===== src/rtl/rtype_multicycle_ctrl.sv =====
// ---------------------------------------------------------------------------
// rtype_multicycle_ctrl
//
// Multicycle sequencer for the R-type MIPS datapath. Each instruction is
// split into FETCH / DECODE / EXECUTE / WRITEBACK, and the sequencer produces
// the load enables for the PC, the instruction register (IR), the ALUOut
// boundary register and the register file. It also decodes op/func into the
// 4-bit ALU control, flags illegal encodings (sticky), stops in HALT on the
// halt opcode, and counts retired instructions with a saturating counter.
//
// Handshake: the only handshake is instruction fetch. imem_ready is a
// level-valid qualifier on the instruction memory data; the sequencer waits
// in FETCH while it is low and consumes the word (ir_we/pc_we pulse) in the
// first FETCH cycle where it is high. There is no backpressure toward memory.
//
// Ports
//   clk          in   system clock, rising edge
//   reset        in   asynchronous, active-low reset
//   run          in   1 = execute; sampled only at instruction boundaries
//   op           in   IR[31:26], valid from DECODE onward
//   func         in   IR[5:0], valid from DECODE onward
//   imem_ready   in   instruction memory data valid
//   pc_we        out  PC load enable (PC <= PC+4)
//   ir_we        out  instruction register load enable
//   aluout_we    out  ALUOut register load enable
//   reg_we       out  register file write enable (rd)
//   alu_cntl     out  ALU operation select, latched at end of DECODE
//   busy         out  1 in any state except IDLE and HALT
//   halted       out  1 in HALT
//   illegal      out  sticky flag: an illegal instruction was executed
//   instr_count  out  retired instruction count, saturating at all-ones
//   dbg_state    out  current FSM state encoding (observability)
// ---------------------------------------------------------------------------
module rtype_multicycle_ctrl #(
    parameter int CNT_W = 16
) (
    input  logic             clk,
    input  logic             reset,
    input  logic             run,
    input  logic [5:0]       op,
    input  logic [5:0]       func,
    input  logic             imem_ready,
    output logic             pc_we,
    output logic             ir_we,
    output logic             aluout_we,
    output logic             reg_we,
    output logic [3:0]       alu_cntl,
    output logic             busy,
    output logic             halted,
    output logic             illegal,
    output logic [CNT_W-1:0] instr_count,
    output logic [2:0]       dbg_state
);

    // State encoding is fixed so that dbg_state values are stable for
    // anyone watching the sequencer from outside.
    typedef enum logic [2:0] {
        S_IDLE      = 3'd0,
        S_FETCH     = 3'd1,
        S_DECODE    = 3'd2,
        S_EXECUTE   = 3'd3,
        S_WRITEBACK = 3'd4,
        S_HALT      = 3'd5
    } state_t;

    localparam logic [5:0] OP_RTYPE = 6'h00;
    localparam logic [5:0] OP_HALT  = 6'h3F;

    localparam logic [5:0] FN_ADD = 6'h20;
    localparam logic [5:0] FN_SUB = 6'h22;
    localparam logic [5:0] FN_AND = 6'h24;
    localparam logic [5:0] FN_OR  = 6'h25;
    localparam logic [5:0] FN_NOR = 6'h27;
    localparam logic [5:0] FN_SLT = 6'h2A;

    localparam logic [3:0] ALU_AND = 4'b0000;
    localparam logic [3:0] ALU_OR  = 4'b0001;
    localparam logic [3:0] ALU_ADD = 4'b0010;
    localparam logic [3:0] ALU_SUB = 4'b0110;
    localparam logic [3:0] ALU_SLT = 4'b0111;
    localparam logic [3:0] ALU_NOR = 4'b1100;

    localparam logic [CNT_W-1:0] CNT_MAX = '1;

    state_t     state;
    logic       cur_legal;   // legality of the instruction now in EXECUTE
    logic [3:0] dec_cntl;
    logic       dec_legal;
    logic       dec_halt;

    // -----------------------------------------------------------------------
    // op/func decode. Only meaningful while in DECODE, where op/func are
    // guaranteed valid; the result is captured on the DECODE exit edge.
    // Anything unrecognised decodes to AND (4'b0000) and is marked illegal.
    // The halt opcode is not illegal; it is steered separately.
    // -----------------------------------------------------------------------
    always_comb begin
        dec_cntl  = ALU_AND;
        dec_legal = 1'b0;
        dec_halt  = (op == OP_HALT);
        if (op == OP_RTYPE) begin
            dec_legal = 1'b1;
            case (func)
                FN_ADD:  dec_cntl = ALU_ADD;
                FN_SUB:  dec_cntl = ALU_SUB;
                FN_AND:  dec_cntl = ALU_AND;
                FN_OR:   dec_cntl = ALU_OR;
                FN_NOR:  dec_cntl = ALU_NOR;
                FN_SLT:  dec_cntl = ALU_SLT;
                default: begin
                    dec_cntl  = ALU_AND;
                    dec_legal = 1'b0;
                end
            endcase
        end
    end

    // -----------------------------------------------------------------------
    // Sequencer plus the registered outputs it owns (alu_cntl, illegal,
    // instr_count). run is only consulted in IDLE and on the two
    // instruction-boundary exits (EXECUTE-illegal, WRITEBACK), so dropping it
    // mid-instruction always lets the current instruction finish.
    // -----------------------------------------------------------------------
    always_ff @(posedge clk or negedge reset) begin
        if (!reset) begin
            state       <= S_IDLE;
            alu_cntl    <= ALU_AND;
            cur_legal   <= 1'b0;
            illegal     <= 1'b0;
            instr_count <= '0;
        end else begin
            case (state)
                S_IDLE: begin
                    if (run) begin
                        state <= S_FETCH;
                    end
                end

                S_FETCH: begin
                    // Stall until memory presents the word.
                    if (imem_ready) begin
                        state <= S_DECODE;
                    end
                end

                S_DECODE: begin
                    alu_cntl  <= dec_cntl;
                    cur_legal <= dec_legal;
                    if (dec_halt) begin
                        state <= S_HALT;
                    end else begin
                        state <= S_EXECUTE;
                    end
                end

                S_EXECUTE: begin
                    if (cur_legal) begin
                        state <= S_WRITEBACK;
                    end else begin
                        // Illegal: the ALUOut load has happened but the
                        // result is dropped; no writeback, no retire count.
                        illegal <= 1'b1;
                        state   <= run ? S_FETCH : S_IDLE;
                    end
                end

                S_WRITEBACK: begin
                    if (instr_count != CNT_MAX) begin
                        instr_count <= instr_count + 1'b1;
                    end
                    state <= run ? S_FETCH : S_IDLE;
                end

                S_HALT: begin
                    // Absorbing; only reset leaves.
                    state <= S_HALT;
                end

                default: begin
                    state <= S_IDLE;
                end
            endcase
        end
    end

    // -----------------------------------------------------------------------
    // Enables are decoded straight from the state register so that an
    // asynchronous reset removes them immediately (no write can slip out
    // after reset is asserted). The FETCH pulses are additionally qualified
    // by imem_ready so the IR/PC load exactly once, on the ready cycle.
    // Because each enable belongs to a different state, at most one of
    // pc_we/aluout_we/reg_we can be high at a time.
    // -----------------------------------------------------------------------
    always_comb begin
        pc_we     = (state == S_FETCH) && imem_ready;
        ir_we     = (state == S_FETCH) && imem_ready;
        aluout_we = (state == S_EXECUTE);
        reg_we    = (state == S_WRITEBACK);
        busy      = (state == S_FETCH)   || (state == S_DECODE) ||
                    (state == S_EXECUTE) || (state == S_WRITEBACK);
        halted    = (state == S_HALT);
        dbg_state = state;
    end

endmodule


===== config.mk =====
export PLATFORM = sky130hd
export DESIGN_NAME = rtype_multicycle_ctrl
export DESIGN_NICKNAME = d
export VERILOG_FILES = /design/src/rtl/rtype_multicycle_ctrl.sv
export SDC_FILE = /design/constraint.sdc
export NUM_CORES = 1
export LEC_CHECK = 0
export CELL_PAD_IN_SITES_DETAIL_PLACEMENT = 1
export CELL_PAD_IN_SITES_GLOBAL_PLACEMENT = 2
export CORE_UTILIZATION = 30
export CTS_BUF_LIST = sky130_fd_sc_hd__clkbuf_4
export CTS_CLUSTER_SIZE = 25
export DETAILED_ROUTE_END_ITERATION = 8
export HOLD_SLACK_MARGIN = 0.06
export PLACE_DENSITY_LB_ADDON = 0.1
export SETUP_SLACK_MARGIN = 0.1
export SLEW_MARGIN = 20
export SYNTH_ARGS = -nofsm -noshare
export SYNTH_HDL_FRONTEND = slang
export SYNTH_SLANG_ARGS = --single-unit

===== constraint.sdc =====
create_clock -name clk -period 2.8 [get_ports clk]
set_input_delay 0.56 -clock clk [delete_from_list [all_inputs] [get_ports clk]]
set_output_delay 0.56 -clock clk [all_outputs]
set_load 0.02 [all_outputs]

==> impl_results.md, run 1 <==
- WL final: 3300 um
- Gate Count Post-Synth: 136
- FF-to-FF Start: dbg_state[0]$_DFFE_PN0P_
- CTS Sinks: 25
- Fmax: 0.393 GHz
- # diodes: 0
- Drt via density: 5.15
- Clk_lat worst skew: 0.32 ns
- Num CTS Buffers: 3
- # rows: 24
- Cell Pwr Density: 455 mW/mm2
- Async SR Flop Fraction: 100%
- Core area: 0.00435 mm2
- Gr usage total: 14.8%
- Die height: 69.5 um
- DIE AREA: 0.00482 mm2
- Mux cell area share after synthesis: 2.66%
- RSZ-0062 raised after global routing: no
- Routed WL per cell: 14.0 um
- Final worst setup slack: 0.254 ns
- Post-Syn Area: 0.00137 mm2
- Detailed-route via count: 1,215
- CP endpoint kind: output port
- Status: finished, final reports clean
- Post-CTS Hold Buffers: 0
- DR iter-0 viols: 31
- Max Cap Viol: 0
- Critical Path Source Type: input port
- Register-to-register setup slack: 1.00 ns
- Final Util: 43.7%
- Final period utilization: 90.9%
- CTS tree: built
- Worst VDD drop: 224 uV
- Post-synthesis adder-cell area fraction: 0.917%
- Post-Route Skew: 0.00979 ns
- Nets: 202
- Final hold slack: 0.497 ns
- Worst Setup EP: pc_we
- Setup bufs post-CTS: 0
- Nets in the synthesized netlist: 153
- Gate power share: 32.0%
- Area Growth Syn to Fin: 39.4%
- GP Congestion: 0.774
- CTS Root Cell: clkbuf_4
- Crit Path Max Fanout: 2
- Syn Area/Cell: 10.0 um2
- Worst EP arrival: 1.99 ns
- R2r endpoint: instr_count[15]$_DFFE_PN0P_
- First drt pass iteration count: 4
- CP startpoint: imem_ready
- WS Path Type: in2out
- Synth Flop Type: dfrtp_1
- Min Tclk post-route: 2.55 ns
- Largest family of logic cells by synthesized area: simple AND/OR/NAND/NOR gates
- Simple-Gate Fraction of Synth Area: 31.3%
- Total power draw: 0.866 mW
- Final antenna-violating net count: 0
- Vias in the first global route: 1,281
- I/O pins: 46
- I/O Buffers: 45
- Sequential share of power: 48.5%
- CTS-repair resized insts: 0
- YS warnings: 0
- Relative slew slack: 69.9%
- Synth Area in XOR/XNOR: 8.98%
- Seq/Total Area, Yosys: 45.8%
- Htree depth: 1
- Pint: 0.565 mW
- EDFF count, synth: 0
- Share of layout cells above drive strength 1: 10.9%
- Total congestion overflow: 0
- CTS max path bufs: 2
- Setup_tns: 0 ns
- Post-DP HPWL: 2580 um
- Worst Path Required: 2.24 ns
- Final hold vios: 0
- Worst-margin pin slew: 0.448 ns
- Seq cells post-synth: 25
- Most frequent cells in the layout: 45 x clkdlybuf4s50_1, 25 x dfrtp_1, 17 x nand2_1
- Largest net degree at the start of global routing: 26
- Switching share of power: 34.8%
- Net Switching: 0.301 mW
- Synth cell types: 42
- Most common cell after layout, fill and taps aside: clkdlybuf4s50_1
- Compound-Gate Fraction of Synth Area: 8.25%
- Global-route wire length before repair: 5820 um
- Min-delay worst type: reg2reg
- Initial antenna violation count: 0
- Leakage: 0.861 nW
- Clk pwr share: 19.5%
- Dpl ws: 0.237 ns
- FF-to-FF path depth: 6
- Final setup vio count: 0
- Slew Limit Fails: 0
- Die span in x: 69.5 um
- Worst-path clk slew: 0.14 ns
- Post-route DRC: 0
- Initial Utilization: 31.4%
## critical path, cell delays in order
cell             delay (ns)
clkdlybuf4s50_1        0.48
nand2_1                0.08
nor3_1                 0.21
clkdlybuf4s50_1        0.66
## cells in the mapped netlist (2+ instances only)
master	count	area share [%]
a211o_1	2	1.3
a21o_1	3	1.6
a21oi_1	2	0.73
dfrtp_1	25	46
inv_1	3	0.82
nand2_1	17	4.7
nand3_1	6	2.2
nand3b_1	2	1.1
nand4_1	3	1.4
nand4_2	2	1.8
nor2_1	11	3.0
nor2_2	2	0.92
nor2b_1	3	1.4
nor3_1	9	3.3
nor4_1	2	0.92
nor4_2	2	1.8
o21ai_0	3	1.1
o31ai_1	2	1.1
o41ai_1	2	1.3
xor2_1	13	8.3
## layer usage
layer	share of wire, %	global-route usage (%)	wire [um]	vias to the layer above
met5	0	0	0	-
met4	0.67	4.76	22	0
met3	4.2	2.76	138	2
met2	52	27.3	1720	30
met1	43	17.2	1410	598
li1	-	-	-	585
## through the flow
step | area [um2] | cells
final | 1900 | 236
after global routing | 1900 | 236
after CTS | 1900 | 236
after detailed placement | 1880 | 232
after global placement | 1880 | 232
after floorplan | 1370 | 136
## cells by family after synthesis
family / Yosys count
buf+inv: 6
compound gates: 16
flops: 25
mux: 3
fa+ha+maj: 1
simple gates: 71
xor+xnor: 14
## power groups by stage
stage | sequential (mW) | clock, mW | combinational, mW
after global placement | 0.427 | 0 | 0.274
after global routing | 0.427 | 0.196 | 0.302
after detailed placement | 0.427 | 0 | 0.281
after floorplan | 0.432 | 0 | 0.141
final | 0.421 | 0.169 | 0.277
after CTS | 0.420 | 0.179 | 0.282
## registers in the layout, indices dropped and copies added (netlist names)
name / flops
instr_count: 16
alu_cntl: 4
dbg_state: 3
cur_legal: 1
illegal: 1
## area by class of cell
class	instances	area, um2
Fill cell	493	2450
Inverter	4	15.0
Multi-Input combinational cell	105	712
Clock inverter	1	5.00
Timing Repair Buffer	46	458
Sequential cell	25	626
Tap cell	52	65.1
Clock buffer	3	22.5
## worst min path at each step
stage / start / endpoint / slack, ns / cells after the start
finish: alu_cntl[3]$_DFFE_PN0P_ / alu_cntl[3]$_DFFE_PN0P_ / 0.50 / 1
floorplan: reset / alu_cntl[0]$_DFFE_PN0P_ / 0.26 / 0
CTS: alu_cntl[3]$_DFFE_PN0P_ / alu_cntl[3]$_DFFE_PN0P_ / 0.50 / 1
global placement: alu_cntl[3]$_DFFE_PN0P_ / alu_cntl[3]$_DFFE_PN0P_ / 0.46 / 1
global route: alu_cntl[3]$_DFFE_PN0P_ / alu_cntl[3]$_DFFE_PN0P_ / 0.53 / 1
detailed placement: illegal$_DFFE_PN0P_ / illegal$_DFFE_PN0P_ / 0.47 / 1
No activity file was read; power rests on OpenSTA's default activity.
==> run 2: changes to the inputs <==
Settings changed: GPL_ROUTABILITY_DRIVEN set to 0, SETUP_SLACK_MARGIN 0.1 to unset, TNS_END_PERCENT set to 20.
==> results of run 2 <==
Final layout, timing and power as in run 1 (identical DEF).
==> run 3: changes to the inputs <==
Clock period 2.8 ns to 3.11 ns, I/O delays scaled along.
==> run 3 against run 2 <==
  * Final area is 0.13% higher
  * Combinational power down 9.7%
  * Worst setup slack better by 0.19 ns
  * Critical endpoint is now ir_we
  * Largest cell class unchanged
==> impl_results.md, run 3 (synthesized netlist as in run 1, its figures left out) <==
- Status: finished, final reports clean
- Worst-margin pin slew: 0.471 ns (+0.0236 ns)
- Worst Setup EP: ir_we
- Final hold vios: 0 (unchanged)
- Detailed-route via count: 1,192 (-1.9%)
- Die span in x: 69.5 um (unchanged)
- Area Growth Syn to Fin: 39.6%
- Post-DP HPWL: 2550 um (-1.1%)
- Die height: 69.5 um (unchanged)
- Slew Limit Fails: 0 (unchanged)
- Critical path's largest stage delay: 0.66 ns (about the same)
- Most common cell after layout, fill and taps aside: clkdlybuf4s50_1
- Max Cap Viol: 0 (unchanged)
- Sequential cell area: 626 um2 (unchanged)
- Register-to-register setup slack: 1.31 ns (+0.31 ns)
- Num CTS Buffers: 3 (unchanged)
- Min Tclk post-route: 2.66 ns
- CTS tree: built
- Drt via density: 5.05 (-1.9%)
- Relative slew slack: 68.3% (-1.6 points)
- Worst VDD drop: 231 uV (+3.1%)
- Global-route wire length before repair: 5750 um (-1.1%)
- WL final: 3290 um (-0.15%)
- Cell count after placement: 232 (unchanged)
- Top sig layer: met4
- Fill count: 504 (+2.2%)
- Most frequent cells in the layout: 45 x clkdlybuf4s50_1, 25 x dfrtp_1, 17 x nand2_1
- Cell Pwr Density: 412 mW/mm2 (-9.4%)
- Multi-input combinational cell area: 712 um2 (unchanged)
- Crit Path Max Fanout: 2 (unchanged)
- Final antenna-violating net count: 0 (unchanged)
- Largest net degree at the start of global routing: 26 (unchanged)
- Final Util: 43.8% (+0.057 points)
- Setup bufs post-CTS: 0 (unchanged)
- FF-to-FF Start: dbg_state[0]$_DFFE_PN0P_
- FF-to-FF path depth: 6 (unchanged)
- Gr usage total: 15.0% (+0.14 points)
- Fin cells: 236 (unchanged)
- I/O Buffers: 45 (unchanged)
- Clk_lat worst skew: 0.32 ns (about the same)
- Nets: 202 (unchanged)
- Htree depth: 1 (unchanged)
- # diodes: 0 (unchanged)
- R2r endpoint: instr_count[15]$_DFFE_PN0P_
- CP startpoint: imem_ready
- Met1 WL: 1420 um (+0.28%)
- CP endpoint kind: output port
- Worst-path clk slew: 0.14 ns (about the same)
- Initial Utilization: 31.4% (unchanged)
- DR iter-0 viols: 40 (+29%)
- Critical Path Source Type: input port
- Worst EP arrival: 2.04 ns (+0.05 ns)
- Share of layout cells above drive strength 1: 10.9% (unchanged)
- CP dominant cell by count: clkdlybuf4s50_1
- Final setup vio count: 0 (unchanged)
- Vias in the first global route: 1,219 (-4.8%)
- Crit-path cells: clkdlybuf4s50_1 -> nand2_1 -> nor3_1 -> clkdlybuf4s50_1
- Largest register FFs: 16 (unchanged)
- Largest Register: instr_count
- First drt pass iteration count: 4 (unchanged)
- Fmax: 0.375 GHz
- Setup_tns: 0 ns (unchanged)
- I/O pins: 46 (unchanged)
- Min-delay worst type: reg2reg
- Final period utilization: 85.7%
- DIE AREA: 0.00482 mm2 (unchanged)
- Routed WL per cell: 13.9 um (-0.15%)
- Met2 wire len: 1710 um (-0.52%)
- Routed wl met3: 124 um (-10%)
- CTS-repair resized insts: 0 (unchanged)
- Leakage: 0.861 nW (about the same)
- RSZ-0062 raised after global routing: no
- Post-Route Skew: 0.00460 ns (-0.00519 ns)
- Worst path slowest cell: clkdlybuf4s50_1
- Initial antenna violation count: 0 (unchanged)
- CTS Sinks: 25 (unchanged)
- WS Path Type: in2out
- Core area: 0.00435 mm2 (unchanged)
- CTS Root Cell: clkbuf_4
- Worst Path Required: 2.49 ns (+0.25 ns)
- # rows: 24 (unchanged)
- CTS max path bufs: 2 (unchanged)
- Post-CTS Hold Buffers: 0 (unchanged)
- Post-route DRC: 0 (unchanged)
- Total congestion overflow: 0 (unchanged)
run 3: cell count changes in the layout (fill, tap and decap cells not counted), sizes merged:
cell	before	now
clkbuf	3	4
clkinv	1	0
run 3: how the worst min path moves through the flow:
| stage | from | endpoint | slack, ns | cells past startpoint |
|---|---|---|---|---|
| finish | alu_cntl[3]$_DFFE_PN0P_ | alu_cntl[3]$_DFFE_PN0P_ | 0.49 | 1 |
| global route | illegal$_DFFE_PN0P_ | illegal$_DFFE_PN0P_ | 0.52 | 1 |
| CTS | illegal$_DFFE_PN0P_ | illegal$_DFFE_PN0P_ | 0.50 | 1 |
| detailed placement | illegal$_DFFE_PN0P_ | illegal$_DFFE_PN0P_ | 0.46 | 1 |
| global placement | alu_cntl[3]$_DFFE_PN0P_ | alu_cntl[3]$_DFFE_PN0P_ | 0.46 | 1 |
| floorplan | reset | alu_cntl[0]$_DFFE_PN0P_ | 0.33 | 0 |
run 3: where the power goes:
| group | internal [mW] | switching [mW] | leakage (nW) | total, mW |
|---|---|---|---|---|
| Combinational | 0.118 | 0.132 | 0.503 | 0.250 |
| Clock | 0.0589 | 0.0985 | 0.0184 | 0.157 |
| Sequential | 0.343 | 0.0358 | 0.340 | 0.379 |
| Total | 0.520 | 0.266 | 0.861 | 0.786 |
run 3: area by class of cell:
| cell class | count | share of cell area (%) |
|---|---|---|
| clock buffer | 4 | 1.58 |
| inverter | 4 | 0.788 |
| timing repair buffer | 46 | 24.0 |
| sequential | 25 | 32.8 |
| tap | 52 | 3.41 |
| multi-input combinational | 105 | 37.4 |
run 3: critical path: cells and delay by family:
family / cells / cell delay [ns]
buf+inv: 2 / 1.14
simple gates: 2 / 0.28
run 3: metal layers:
metal  vias up  GRT usage, %
met2        30          25.5
met4         0          6.12
li1        583             -
met1       575          18.9
met5         -             0
met3         4          2.33
run 3: through the flow:
stage	cell area, um2	setup slack (ns)	power [mW]	hold WS [ns]
finish	1910	0.446	0.786	0.495
global route	1910	0.367	0.845	0.524
CTS	1910	0.416	0.805	0.502
detailed placement	1880	0.425	0.638	0.456
global placement	1880	0.508	0.631	0.463
floorplan	1370	1.01	0.516	0.326
